<file path="src/rtl/dmem_controller_pkg.sv">
// Shared encodings and helpers for the data-memory controller.
package dmem_controller_pkg;

    localparam logic [1:0] S_IDLE  = 2'd0;
    localparam logic [1:0] S_REQ   = 2'd1;
    localparam logic [1:0] S_DONE  = 2'd2;

    localparam logic [3:0] BE_WORD = 4'hF;

    function automatic logic [31:0] word_align(input logic [31:0] addr);
        return {addr[31:2], 2'b00};
    endfunction

endpackage

</file>
<file path="src/rtl/dmem_controller_lane_format.sv">
// Byte-lane formatting: byte enables, store-byte replication, load-lane extraction.
module dmem_controller_lane_format
    import dmem_controller_pkg::*;
(
    input  logic        i_byte,
    input  logic [1:0]  i_lane,
    input  logic [31:0] i_wdata,
    input  logic [31:0] i_rdata,
    output logic [3:0]  o_be,
    output logic [31:0] o_wdata,
    output logic [31:0] o_rdata
);

    logic [7:0] w_lane_byte;

    always_comb begin
        w_lane_byte = i_rdata[7:0];
        case (i_lane)
            2'd1:    w_lane_byte = i_rdata[15:8];
            2'd2:    w_lane_byte = i_rdata[23:16];
            2'd3:    w_lane_byte = i_rdata[31:24];
            default: w_lane_byte = i_rdata[7:0];
        endcase
    end

    assign o_be    = i_byte ? (4'b0001 << i_lane) : BE_WORD;
    assign o_wdata = i_byte ? {4{i_wdata[7:0]}} : i_wdata;
    assign o_rdata = i_byte ? {24'h0, w_lane_byte} : i_rdata;

endmodule

</file>
<file path="src/rtl/dmem_controller.sv">
// Memory-stage load/store controller: runs one access on the req/ack bus and
// stalls the pipeline until the access completes, times out, or is rejected.
//
// state  | meaning
// IDLE   | no access open; accepts a command and stalls in the same cycle
// REQ    | bus request open; waits for mem_ack or timeout
// DONE   | one-cycle release of stall; returns read_data / error
module dmem_controller
    import dmem_controller_pkg::*;
#(
    parameter int TIMEOUT_CYCLES = 64,
    parameter int CNT_WIDTH      = 7
)
(
    input  logic        i_clk,
    input  logic        i_rst,
    input  logic        i_read_cmd,
    input  logic        i_write_cmd,
    input  logic        i_byte_access,
    input  logic [31:0] i_address,
    input  logic [31:0] i_write_data,
    output logic [31:0] o_read_data,
    output logic        o_stall,
    output logic        o_error,
    output logic        o_mem_req,
    output logic        o_mem_we,
    output logic [31:0] o_mem_addr,
    output logic [3:0]  o_mem_be,
    output logic [31:0] o_mem_wdata,
    input  logic [31:0] i_mem_rdata,
    input  logic        i_mem_ack
);

    localparam logic [CNT_WIDTH-1:0] CNT_LOAD = CNT_WIDTH'(TIMEOUT_CYCLES - 1);

    logic [1:0]           r_state;
    logic [31:0]          r_addr;
    logic [31:0]          r_wdata;
    logic [31:0]          r_rdata;
    logic                 r_byte;
    logic                 r_we;
    logic                 r_err;
    logic [CNT_WIDTH-1:0] r_cnt;

    logic        w_cmd;
    logic        w_illegal;
    logic        w_in_req;
    logic [3:0]  w_be;
    logic [31:0] w_wdata_fmt;
    logic [31:0] w_rdata_fmt;

    assign w_cmd     = i_read_cmd | i_write_cmd;
    assign w_illegal = (i_read_cmd & i_write_cmd) |
                       (~i_byte_access & (i_address[1:0] != 2'b00));
    assign w_in_req  = (r_state == S_REQ);

    dmem_controller_lane_format u_lane_format (
        .i_byte  (r_byte),
        .i_lane  (r_addr[1:0]),
        .i_wdata (r_wdata),
        .i_rdata (i_mem_rdata),
        .o_be    (w_be),
        .o_wdata (w_wdata_fmt),
        .o_rdata (w_rdata_fmt)
    );

    // Timeout is a down-counter loaded on accept; zero in REQ means the window is spent.
    always_ff @(posedge i_clk or posedge i_rst) begin
        if (i_rst) begin
            r_state <= S_IDLE;
            r_addr  <= '0;
            r_wdata <= '0;
            r_rdata <= '0;
            r_byte  <= 1'b0;
            r_we    <= 1'b0;
            r_err   <= 1'b0;
            r_cnt   <= '0;
        end else begin
            case (r_state)
                S_IDLE: begin
                    if (w_cmd) begin
                        r_addr  <= i_address;
                        r_wdata <= i_write_data;
                        r_byte  <= i_byte_access;
                        r_we    <= i_write_cmd;
                        r_rdata <= '0;
                        r_cnt   <= CNT_LOAD;
                        r_err   <= w_illegal;
                        r_state <= w_illegal ? S_DONE : S_REQ;
                    end
                end
                S_REQ: begin
                    if (i_mem_ack) begin
                        r_rdata <= r_we ? 32'h0 : w_rdata_fmt;
                        r_state <= S_DONE;
                    end else if (r_cnt == '0) begin
                        r_rdata <= '0;
                        r_err   <= 1'b1;
                        r_state <= S_DONE;
                    end else begin
                        r_cnt <= r_cnt - 1'b1;
                    end
                end
                S_DONE: begin
                    r_err   <= 1'b0;
                    r_state <= S_IDLE;
                end
                default: r_state <= S_IDLE;
            endcase
        end
    end

    // Reset gates stall directly so a command held through reset cannot freeze the pipe.
    assign o_stall     = ~i_rst & (((r_state == S_IDLE) & w_cmd) | w_in_req);
    assign o_error     = (r_state == S_DONE) & r_err;
    assign o_read_data = r_rdata;
    assign o_mem_req   = w_in_req;
    assign o_mem_we    = w_in_req & r_we;
    assign o_mem_addr  = w_in_req ? word_align(r_addr) : 32'h0;
    assign o_mem_be    = w_in_req ? w_be : 4'h0;
    assign o_mem_wdata = w_in_req ? w_wdata_fmt : 32'h0;

endmodule

</file>
<file path="config.mk">
export PLATFORM = sky130hd
export DESIGN_NAME = dmem_controller
export DESIGN_NICKNAME = d
export VERILOG_FILES = /design/src/rtl/dmem_controller_pkg.sv /design/src/rtl/dmem_controller_lane_format.sv /design/src/rtl/dmem_controller.sv
export SDC_FILE = /design/constraint.sdc
export NUM_CORES = 1
export LEC_CHECK = 0
export BUFFER_PORTS_ARGS = -buffer_cell sky130_fd_sc_hd__buf_2
export CORE_MARGIN = 2
export CORE_UTILIZATION = 51
export CTS_BUF_LIST = sky130_fd_sc_hd__clkbuf_8
export CTS_CLUSTER_DIAMETER = 120
export CTS_CLUSTER_SIZE = 12
export DETAILED_ROUTE_END_ITERATION = 7
export GPL_TIMING_DRIVEN = 0
export PLACE_DENSITY = 0.82
export SLEW_MARGIN = 10
export SYNTH_ARGS = -nofsm -noshare
export SYNTH_HDL_FRONTEND = slang
export SYNTH_SLANG_ARGS = --single-unit
</file>
<file path="constraint.sdc">
create_clock -name i_clk -period 4 [get_ports i_clk]
set_input_delay 0.8 -clock i_clk [delete_from_list [all_inputs] [get_ports i_clk]]
set_output_delay 0.8 -clock i_clk [all_outputs]
set_load 0.02 [all_outputs]
</file>
==> reports/qor.yml <==
clock_tree:
  clock-root-buffer: "clkbuf_8"
  holdBufCountCts: 0
  htreeDepth: 3
  cts_sinks: 108
  cts_resized: 0
  clock_latency_ps: 370
  cts_tree: "yes"
  path_clk_slew_ps: 110
  cts_setup_buffers: 0
  clk_path_buf_depth: 2
  cts_inserted_buffers: 9
floorplan:
  io_pins: 206
  core-area_um2: 10300
  die_h_um: 107
  dieWidth_um: 107
  initial_core_util_pct: 52.5
  dieArea_um2: 11500
  rows: 37
placement:
  io_buffer_count: 203
  dp_hpwl_um: 11200
  place_congestion: 0.871
global_routing:
  grt_max_degree: 91
  grt_pass1_vias: 4800
  grt_pass1_wl_um: 23100
  grt_overflow: 0
  grt_use_total_pct: 25.8
  grt_antenna_before_repair: 2
timing:
  maxSlewHeadroom_pct: 56.5
  rsz0062_at_grt: "no"
  timing.final.hold_violations: 0
  fin_crit_sh_pct: 84.1
  fin_setup_tns_ps: 0
  setup_violations: 0
  fin_crit_ps: 3370
  tightest_slew_ps: 650
  fmax_mhz: 297
  final_max_slew_viol_count: 0
  finClkSkew_ps: 8.17
synth:
  synth_cell_types: 40
  synth_warnings: 0
  syn_avg_cell_area_um2: 10.9
  netlist_instances: 496
  synth_seq_cells: 108
  synthesis.area_um2: 5420
  ys_seq_area_share_pct: 49.8
worst_setup_path:
  worstPathArrival_ps: 2570
  reg2regPathDepth: 7
  critPathMaxFanout: 10
  cp-end-kind: "primary output"
  cp-start-kind: "flip-flop"
  r2r_slack_ps: 1610
  path_class: "reg -> out"
  worstPathRequired_ps: 3200
routing:
  vias: 4505
  vias_per_cell: 5.28
  post-route-drc-count: 0
  drt_wl_total_um: 14700
  wl_per_cell_um: 17.3
  drt_iter0_drc: 315
  firstDrtPassIters: 7
  antenna_left: 0
worst_hold_path:
  hp-class: "in -> async"
job:
  max_cap_violations: 0
cells_and_area:
  final_util_pct: 66.9
  final_layout_size_suffix_gt1_share_pct: 44.4
  filler_cell_count: 812
  layout_commonest_cell: "buf_2"
  layout.nets: 819
  register_area_um2: 2700
  layout_common_cells: "buf_2, dfrtp_1, mux2_2, and2_1, nand2_1"
  n_antenna_cell: 0
  syn_to_final_growth_pct: 27.4
  multi_input_comb_area_um2: 2440
pwr:
  peakVddDrop_uv: 416
  p_per_area_nw_per_um2: 703
  leakage_nw: 3.52
status:
  status: "completed"
## worst max-delay path, cell delays in order, from the launching register on
cell and delay (ps):
dfrtp_1 330, clkbuf_1 300, clkbuf_1 420, clkbuf_1 480, nand2_1 250, a21oi_1 210, buf_2 210
## routing by layer
| layer | vias to the layer above | part of all wire, % | wire length (um) | global-route usage (%) |
|---|---|---|---|---|
| li1 | 2091 | - | - | - |
| met1 | 2177 | 39 | 5720 | 29.5 |
| met2 | 211 | 51 | 7440 | 46.3 |
| met3 | 24 | 8.7 | 1280 | 6.87 |
| met4 | 2 | 1.8 | 264 | 9.18 |
| met5 | - | 0.11 | 16 | 0 |
## where the power goes
part / switching [mW] / total, mW / leakage [nW] / internal [mW]
logic: 1.28 / 2.29 / 2.06 / 1.01
registers: 0.217 / 1.71 / 1.33 / 1.49
clock network: 0.378 / 0.856 / 0.133 / 0.478
total: 1.87 / 4.86 / 3.52 / 2.98
## layout make-up
type	count	area share [%]
clock inverter	7	2.01
timing repair buffer	204	15.1
clock buffer	9	1.79
sequential	108	39.1
inverter	33	1.87
tap	136	2.46
buffer	35	2.35
multi-input combinational	321	35.3
## path summary, 6_finish.rpt
| check | start | endpoint |
|---|---|---|
| max reg2reg | r_state[0]$_DFFE_PP0P_ | o_read_data[2]$_DFFE_PP0P_ |
| max | r_byte$_DFFE_PP0P_ | o_mem_wdata[8] |
| min in group i_clk | r_addr[17]$_DFFE_PP0P_ | r_addr[17]$_DFFE_PP0P_ |
| min | i_rst | r_addr[23]$_DFFE_PP0P_ |
| min reg2reg | r_addr[17]$_DFFE_PP0P_ | r_addr[17]$_DFFE_PP0P_ |
| max in group asynchronous | i_rst | o_read_data[9]$_DFFE_PP0P_ |
## flip-flops by register name (all words and copies together) (netlist names)
name / flops
o_read_data: 32
r_we: 1
r_cnt: 7
r_err: 1
r_addr: 32
r_wdata: 32
r_state: 2
r_byte: 1
## metrics by stage
step                hold slack (ps)  power [mW]  setup slack, ps  area, um2  cells
floorplan                       452        3.35              354       5430    497
global placement                479        3.90             -867       6610    836
detailed placement              486        4.02              695       6650    837
CTS                             345        4.88              612       6910    853
global route                    351        5.15              397       6910    853
finish                          352        4.86              634       6910    853
## cells by family (layout without fill, tap and decap cells)
family                   after synthesis  after routing  synth area share (%)
adder cells (fa/ha/maj)                5              5                  1.15
AO/OA/AOI/OAI                         65             65                  7.06
buffers and inverters                 68            288                  5.28
multiplexers                         107            107                  22.1
flip-flops                           108            108                  49.8
other                                  1              2                0.0692
AND/OR/NAND/NOR                      142            142                  14.5
## Yosys cell counts, drive strengths merged
cell | number | area, um2
dfrtp | 108 | 2700
mux2 | 82 | 946
and2 | 41 | 257
nand2 | 39 | 146
inv | 33 | 124
a21oi | 31 | 155
nand2b | 27 | 169
mux2i | 25 | 250
clkbuf | 20 | 75.1
buf | 15 | 87.6
o21ai | 13 | 65.1
nor2 | 11 | 41.3
nand3 | 6 | 30.0
o22ai | 6 | 37.5
ha | 5 | 62.6
o31ai | 4 | 30.0
or3 | 4 | 25.0
or4 | 4 | 30.0
nand3b | 3 | 22.5
nor3b | 3 | 27.5
a211oi | 2 | 20.0
o21a | 2 | 15.0
o221ai | 2 | 17.5
a211o | 1 | 8.76
a21o | 1 | 7.51
a2bb2oi | 1 | 8.76
a41oi | 1 | 8.76
and3b | 1 | 8.76
conb | 1 | 3.75
nand4b | 1 | 8.76
nor2b | 1 | 6.26
nor3 | 1 | 16.3
o311ai | 1 | 8.76
(Power assumes the default switching activity.)
